### config.mk
export PLATFORM = sky130hd
export DESIGN_NAME = pipe_hazard_unit
export DESIGN_NICKNAME = d
export VERILOG_FILES = /design/src/rtl/pipe_hazard_unit.sv
export SDC_FILE = /design/constraint.sdc
export NUM_CORES = 1
export LEC_CHECK = 0
export ABC_AREA = 1
export BUFFER_PORTS_ARGS = -buffer_cell sky130_fd_sc_hd__buf_2
export CELL_PAD_IN_SITES_DETAIL_PLACEMENT = 0
export CELL_PAD_IN_SITES_GLOBAL_PLACEMENT = 2
export CORE_AREA = 2 2 89 91
export DETAILED_ROUTE_END_ITERATION = 16
export DIE_AREA = 0 0 91 93
export PLACE_DENSITY_LB_ADDON = 0.25
export SLEW_MARGIN = 20
export SYNTH_ARGS = -nofsm -noshare
export SYNTH_HDL_FRONTEND = slang
export SYNTH_SLANG_ARGS = --single-unit
### constraint.sdc
create_clock -name clk -period 4.1 [get_ports clk]
set_input_delay 0.205 -clock clk [delete_from_list [all_inputs] [get_ports clk]]
set_output_delay 0.205 -clock clk [all_outputs]
set_load 0.1 [all_outputs]
### src/rtl/pipe_hazard_unit.sv
// ---------------------------------------------------------------------------
// pipe_hazard_unit
//
// Hazard, forwarding and halt-drain controller that sits beside the ID stage.
// A shadow scoreboard mirrors the register writes in flight behind ID and is
// used to raise stall/bubble/flush, to pick the EX-stage forwarding source
// for each operand, and to drain the pipeline after an HLT before asserting
// a sticky halt.
//
// Ports:
//   clk, rst_n                 clock, asynchronous active-low reset
//   id_valid                   ID holds a real instruction
//   id_rs, id_rt               ID source specifiers
//   id_rs_used, id_rt_used     source actually read
//   id_rd                      ID destination
//   id_regwrite, id_memread,
//   id_hlt                     ID decode flags
//   br_taken                   registered taken-branch from EX
//   mem_stall                  global freeze request
//   stall, bubble, flush       combinational pipeline controls
//   fwd_a, fwd_b               registered EX forward selects (0 = regfile,
//                              k = result of shadow stage k)
//   hlt                        registered, sticky halt
//   stall_cnt                  saturating count of hazard-stall cycles
// ---------------------------------------------------------------------------
module pipe_hazard_unit #(
  parameter int REG_W    = 4,
  parameter int DEPTH    = 3,
  parameter int LOAD_LAT = 1,
  parameter int ZERO_REG = 1,
  parameter int CNT_W    = 16,
  localparam int FWD_W   = $clog2(DEPTH + 1)
) (
  input  logic             clk,
  input  logic             rst_n,
  input  logic             id_valid,
  input  logic [REG_W-1:0] id_rs,
  input  logic [REG_W-1:0] id_rt,
  input  logic             id_rs_used,
  input  logic             id_rt_used,
  input  logic [REG_W-1:0] id_rd,
  input  logic             id_regwrite,
  input  logic             id_memread,
  input  logic             id_hlt,
  input  logic             br_taken,
  input  logic             mem_stall,
  output logic             stall,
  output logic             bubble,
  output logic             flush,
  output logic [FWD_W-1:0] fwd_a,
  output logic [FWD_W-1:0] fwd_b,
  output logic             hlt,
  output logic [CNT_W-1:0] stall_cnt
);

  typedef enum logic [1:0] {RUN, DRAIN, HALTED} state_t;

  // Only stages 1..DEPTH-1 are stored: the register file is write-through,
  // so the entry at stage DEPTH can never be a forwarding source.
  logic             v_reg  [1:DEPTH-1];
  logic [REG_W-1:0] rd_reg [1:DEPTH-1];
  logic             rw_reg [1:DEPTH-1];
  logic             ld_reg [1:DEPTH-1];
  logic             hl1_reg;          // HLT flag of the stage-1 entry

  state_t           state_reg;
  logic [FWD_W-1:0] drain_cnt_reg;
  logic [FWD_W-1:0] fwd_a_reg, fwd_b_reg;
  logic             hlt_reg;
  logic [CNT_W-1:0] stall_cnt_reg;

  logic [DEPTH-1:1] match_a, match_b;
  logic [FWD_W-1:0] sel_a, sel_b;
  logic             hz_a, hz_b;
  logic             hz_stall, hold, advance, ins_v;

  // Per-stage source matches; register 0 is excluded when hardwired zero.
  generate
    for (genvar gi = 1; gi < DEPTH; gi++) begin : g_match
      assign match_a[gi] = v_reg[gi] && rw_reg[gi] && (rd_reg[gi] == id_rs) &&
                           id_rs_used && !((ZERO_REG != 0) && (id_rs == '0));
      assign match_b[gi] = v_reg[gi] && rw_reg[gi] && (rd_reg[gi] == id_rt) &&
                           id_rt_used && !((ZERO_REG != 0) && (id_rt == '0));
    end
  endgenerate

  // Youngest match wins: scan oldest to youngest so the smallest k is last.
  // The producer will be one stage further on when the consumer reaches EX,
  // hence k+1. ALU results are ready at stage 2 so they never stall; a load
  // is ready at 2+LOAD_LAT.
  always_comb begin
    sel_a = '0;
    sel_b = '0;
    hz_a  = 1'b0;
    hz_b  = 1'b0;
    for (int k = DEPTH - 1; k >= 1; k--) begin
      if (match_a[k]) begin
        sel_a = FWD_W'(k + 1);
        hz_a  = ld_reg[k] && ((k + 1) < (2 + LOAD_LAT));
      end
      if (match_b[k]) begin
        sel_b = FWD_W'(k + 1);
        hz_b  = ld_reg[k] && ((k + 1) < (2 + LOAD_LAT));
      end
    end
  end

  assign hz_stall = (state_reg == RUN) && id_valid && (hz_a || hz_b);
  // Anything that keeps ID from advancing, below freeze and flush priority.
  assign hold     = (state_reg != RUN) || hz_stall;
  assign advance  = !mem_stall && !br_taken && !hold;
  assign ins_v    = advance && id_valid;

  assign stall  = mem_stall || (!br_taken && hold);
  assign bubble = !mem_stall && !br_taken && hold;
  assign flush  = !mem_stall && br_taken;

  // Shadow scoreboard shift; frozen by mem_stall. A flush discards the old
  // stage-1 entry as it moves to stage 2.
  always_ff @(posedge clk or negedge rst_n) begin
    if (!rst_n) begin
      for (int k = 1; k < DEPTH; k++) begin
        v_reg[k]  <= 1'b0;
        rd_reg[k] <= '0;
        rw_reg[k] <= 1'b0;
        ld_reg[k] <= 1'b0;
      end
      hl1_reg <= 1'b0;
    end else if (!mem_stall) begin
      for (int k = DEPTH - 1; k >= 2; k--) begin
        v_reg[k]  <= (k == 2) ? (v_reg[1] && !br_taken) : v_reg[k-1];
        rd_reg[k] <= rd_reg[k-1];
        rw_reg[k] <= rw_reg[k-1];
        ld_reg[k] <= ld_reg[k-1];
      end
      v_reg[1]  <= ins_v;
      rd_reg[1] <= id_rd;
      rw_reg[1] <= id_regwrite;
      ld_reg[1] <= id_memread;
      hl1_reg   <= id_hlt;
    end
  end

  // Forward selects, hazard counter and halt FSM.
  always_ff @(posedge clk or negedge rst_n) begin
    if (!rst_n) begin
      state_reg     <= RUN;
      drain_cnt_reg <= '0;
      fwd_a_reg     <= '0;
      fwd_b_reg     <= '0;
      hlt_reg       <= 1'b0;
      stall_cnt_reg <= '0;
    end else if (!mem_stall) begin
      fwd_a_reg <= advance ? sel_a : '0;
      fwd_b_reg <= advance ? sel_b : '0;
      if (hz_stall && !br_taken && (stall_cnt_reg != '1))
        stall_cnt_reg <= stall_cnt_reg + CNT_W'(1);
      case (state_reg)
        RUN: begin
          if (ins_v && id_hlt) begin
            state_reg     <= DRAIN;
            drain_cnt_reg <= FWD_W'(DEPTH);
          end
        end
        DRAIN: begin
          if (br_taken && v_reg[1] && hl1_reg) begin
            // Speculative HLT killed while still at stage 1.
            state_reg     <= RUN;
            drain_cnt_reg <= '0;
          end else if (drain_cnt_reg == FWD_W'(1)) begin
            state_reg     <= HALTED;
            drain_cnt_reg <= '0;
            hlt_reg       <= 1'b1;
          end else begin
            drain_cnt_reg <= drain_cnt_reg - FWD_W'(1);
          end
        end
        HALTED:  hlt_reg   <= 1'b1;
        default: state_reg <= RUN;
      endcase
    end
  end

  assign fwd_a     = fwd_a_reg;
  assign fwd_b     = fwd_b_reg;
  assign hlt       = hlt_reg;
  assign stall_cnt = stall_cnt_reg;

endmodule

==> impl_metrics.py <==
metrics = {
    "sta": {
        "finalMaxSlewViolations": 0,
        "tightestPinTransition_ns": 0.875,
        "finalClockSkew_ns": 0.00534,
        "finalCritPeriodShare": 0.589,
        "hold_violations": 0,
        "fin_crit_ns": 2.42,
        "max_freq_mhz": 414,
        "grt_setup_unrepaired": "false",
        "setup_viol": 0,
        "fin_tns_setup_ns": 0,
        "slew_headroom": 0.417,
    },
    "cells_and_area": {
        "largest_reg_flops": 16,
        "fin_util": 0.374,
        "final_design_area_no_fill_um2": 2820,
        "fillers": 866,
        "register_area_um2": 976,
        "areaGrowthSynthToFinish_pct": 17.5,
        "multi_input_area_um2": 1190,
        "fin_cells": 484,
        "nets": 408,
        "diodes": 0,
        "drive_above_1_share": 0.202,
    },
    "placement": {
        "gp_congestion": 0.786,
        "placed_area_um2": 2740,
        "hpwlAfterDp_um": 4700,
        "portBuffers": 45,
        "placedCellCount": 476,
    },
    "yosys": {
        "netlist_top_cells_area": "dfrtp_1 (41%), nand2_1 (16%), inv_1 (7.8%), nor2_1 (4.9%), xor2_1 (4.7%)",
        "yosysWarnings": 0,
        "avgSynthCellArea_um2": 7.20,
        "yosysTopAreaCellShare": 0.407,
        "ys_seq_area_frac": 0.407,
        "synth_cells": 333,
        "syn-num-nets": 360,
        "yosysTopAreaCell": "dfrtp_1",
        "syn_area_um2": 2400,
        "ys_types": 29,
        "synth_seq_cells": 39,
    },
    "setup_path": {
        "critical_path.cell_chain": "inv_1 > ha_1 > nand2_1 > nor2_1 > nand2_1 > nand2_1 > inv_2 > o21ai_0 > buf_2",
        "path_max_fanout": 6,
        "critPathCaptureType": "output port",
        "cp.required_ns": 3.89,
        "critPathTopFamily": "buffers and inverters",
        "slowest_delay_ns": 0.44,
        "crit_type": "reg2out",
        "slowest_stage": "buf_2",
        "cpMostUsedCell": "nand2_1",
        "critical_path_buf_inv_count": 3,
        "critPathArrivalTime_ns": 2.21,
        "crit_path_start_kind": "flip-flop",
    },
    "cts": {
        "clkTransAtPathRegs_ns": 0.08,
        "root_buffer": "clkbuf_8",
        "post_cts_resized": 0,
        "postCtsHoldBufs": 0,
        "cts.sinks": 39,
        "insertion_delay_ns": 0.29,
        "htreeDepth": 2,
        "cts_setup_buffers": 0,
        "cts_buffers": 5,
        "cts_tree": "built",
        "cts_buffer_depth": 2,
    },
    "detailed_routing": {
        "wire_per_inst_um": 12.2,
        "routed_wl_um": 5890,
        "vias": 2188,
        "viasPerCell": 4.52,
        "drt_iter0_markers": 57,
        "drtPass1Iterations": 4,
        "detail-route-antenna-nets": 0,
        "drc": 0,
    },
    "grt": {
        "grt_antenna_before_repair": 0,
        "gr-total-overflow": 0,
        "grt_pass1_vias": 2185,
        "grt_pass1_wl_um": 10100,
        "grt_max_degree": 40,
        "grt_usage": 0.149,
    },
    "floorplanning": {
        "die_x_um": 91,
        "dieHeight_um": 93,
        "pin_count": 46,
        "rows": 32,
        "core_area_um2": 7530,
        "start_util": 0.319,
        "die_area_um2": 8460,
    },
    "hold_path": {
        "hold_class": "in2async",
    },
    "power_and_ir_drop": {
        "power.density_nw_per_um2": 345,
        "p_leak_nw": 1.54,
        "ir_worst_vdd_v": 0.000155,
    },
    "status": {
        "status": "complete, no violations",
    },
    "job": {
        "maxCapViolations": 0,
    },
}
-- path summary, 6_finish.rpt --
check,slack (ns),to,cells past startpoint,start
setup / recovery,1.68,stall,9,state_reg[0]
hold / removal,0.03,drain_cnt_reg[0],1,rst_n
setup reg to reg,2.14,stall_cnt[12],9,state_reg[0]
hold reg to reg,0.49,hlt,1,hlt
max in group asynchronous,3.52,stall_cnt[11],1,rst_n
min in group clk,0.12,rd_reg[4],3,id_rd[0]
-- stage by stage --
stage	power [mW]	setup WS, ns	hold WS (ns)
after floorplan	0.658	0.596	-0.0906
after global routing	1.05	1.47	0.0985
after detailed placement	0.732	2.00	0.391
after CTS	0.990	1.67	0.0648
after global placement	0.732	2.04	0.393
final	0.973	1.68	0.0271
-- cell usage after synthesis --
cell / n
nor4_1: 2
a21oi_1: 3
o21ai_0: 18
xor2_1: 13
clkinv_1: 1
nand2_4: 1
o22ai_1: 2
o21bai_1: 1
nand3_1: 17
a221oi_1: 2
inv_2: 6
nand2_1: 102
o21bai_2: 1
nor3_2: 3
a311oi_1: 1
inv_1: 50
nor3_1: 4
mux2_2: 1
dfrtp_1: 39
nor2_2: 6
a21o_1: 2
nand3_2: 4
nand4_1: 8
nand2_2: 3
o31ai_1: 2
nor2_1: 31
clkbuf_1: 4
ha_1: 5
a31o_2: 1
-- kinds of logic (layout without fill, tap and decap cells) --
family	after synthesis	after routing	synth area share
compound gates	33	33	0.0840
xor+xnor	13	13	0.0475
fa+ha+maj	5	5	0.0261
buf+inv	61	110	0.0955
flops	39	39	0.407
mux	1	1	0.00469
simple gates	181	181	0.335
-- where the power goes --
group	total (mW)	internal (mW)	switching (mW)	leakage [nW]
clock network	0.253	0.119	0.133	0.0422
registers	0.446	0.419	0.0268	0.485
logic	0.274	0.0882	0.186	1.01
-- per-layer routing --
metal / GRT usage / vias up / part of all wire
li1: - / 1134 / -
met1: 0.187 / 1013 / 0.46
met2: 0.262 / 35 / 0.49
met3: 0.0306 / 6 / 0.035
met4: 0.0379 / 0 / 0.011
met5: 0 / - / 0
-- placed cells by master, fill, tap and decap left out, drive strengths merged --
cell type / Yosys / final
nor4: 2 / 2
o21bai: 2 / 2
a21o: 2 / 2
a311oi: 1 / 1
o31ai: 2 / 2
nor3: 7 / 7
nand3: 21 / 21
xor2: 13 / 13
o21ai: 18 / 18
nand2: 106 / 106
buf: 0 / 45
nor2: 37 / 37
clkinv: 1 / 2
a31o: 1 / 1
nand4: 8 / 8
ha: 5 / 5
o22ai: 2 / 2
a21oi: 3 / 3
a221oi: 2 / 2
mux2: 1 / 1
clkbuf: 4 / 7
inv: 56 / 56
dfrtp: 39 / 39
-- cell type report --
class                   count  area share
multi-input cells         233       0.424
inverters                  57      0.0759
repair buffers             45      0.0799
clock buffers               7      0.0271
clock inverters             1     0.00178
well taps                 102      0.0453
flip-flops and latches     39       0.346
No activity file was read; power rests on OpenSTA's default activity.
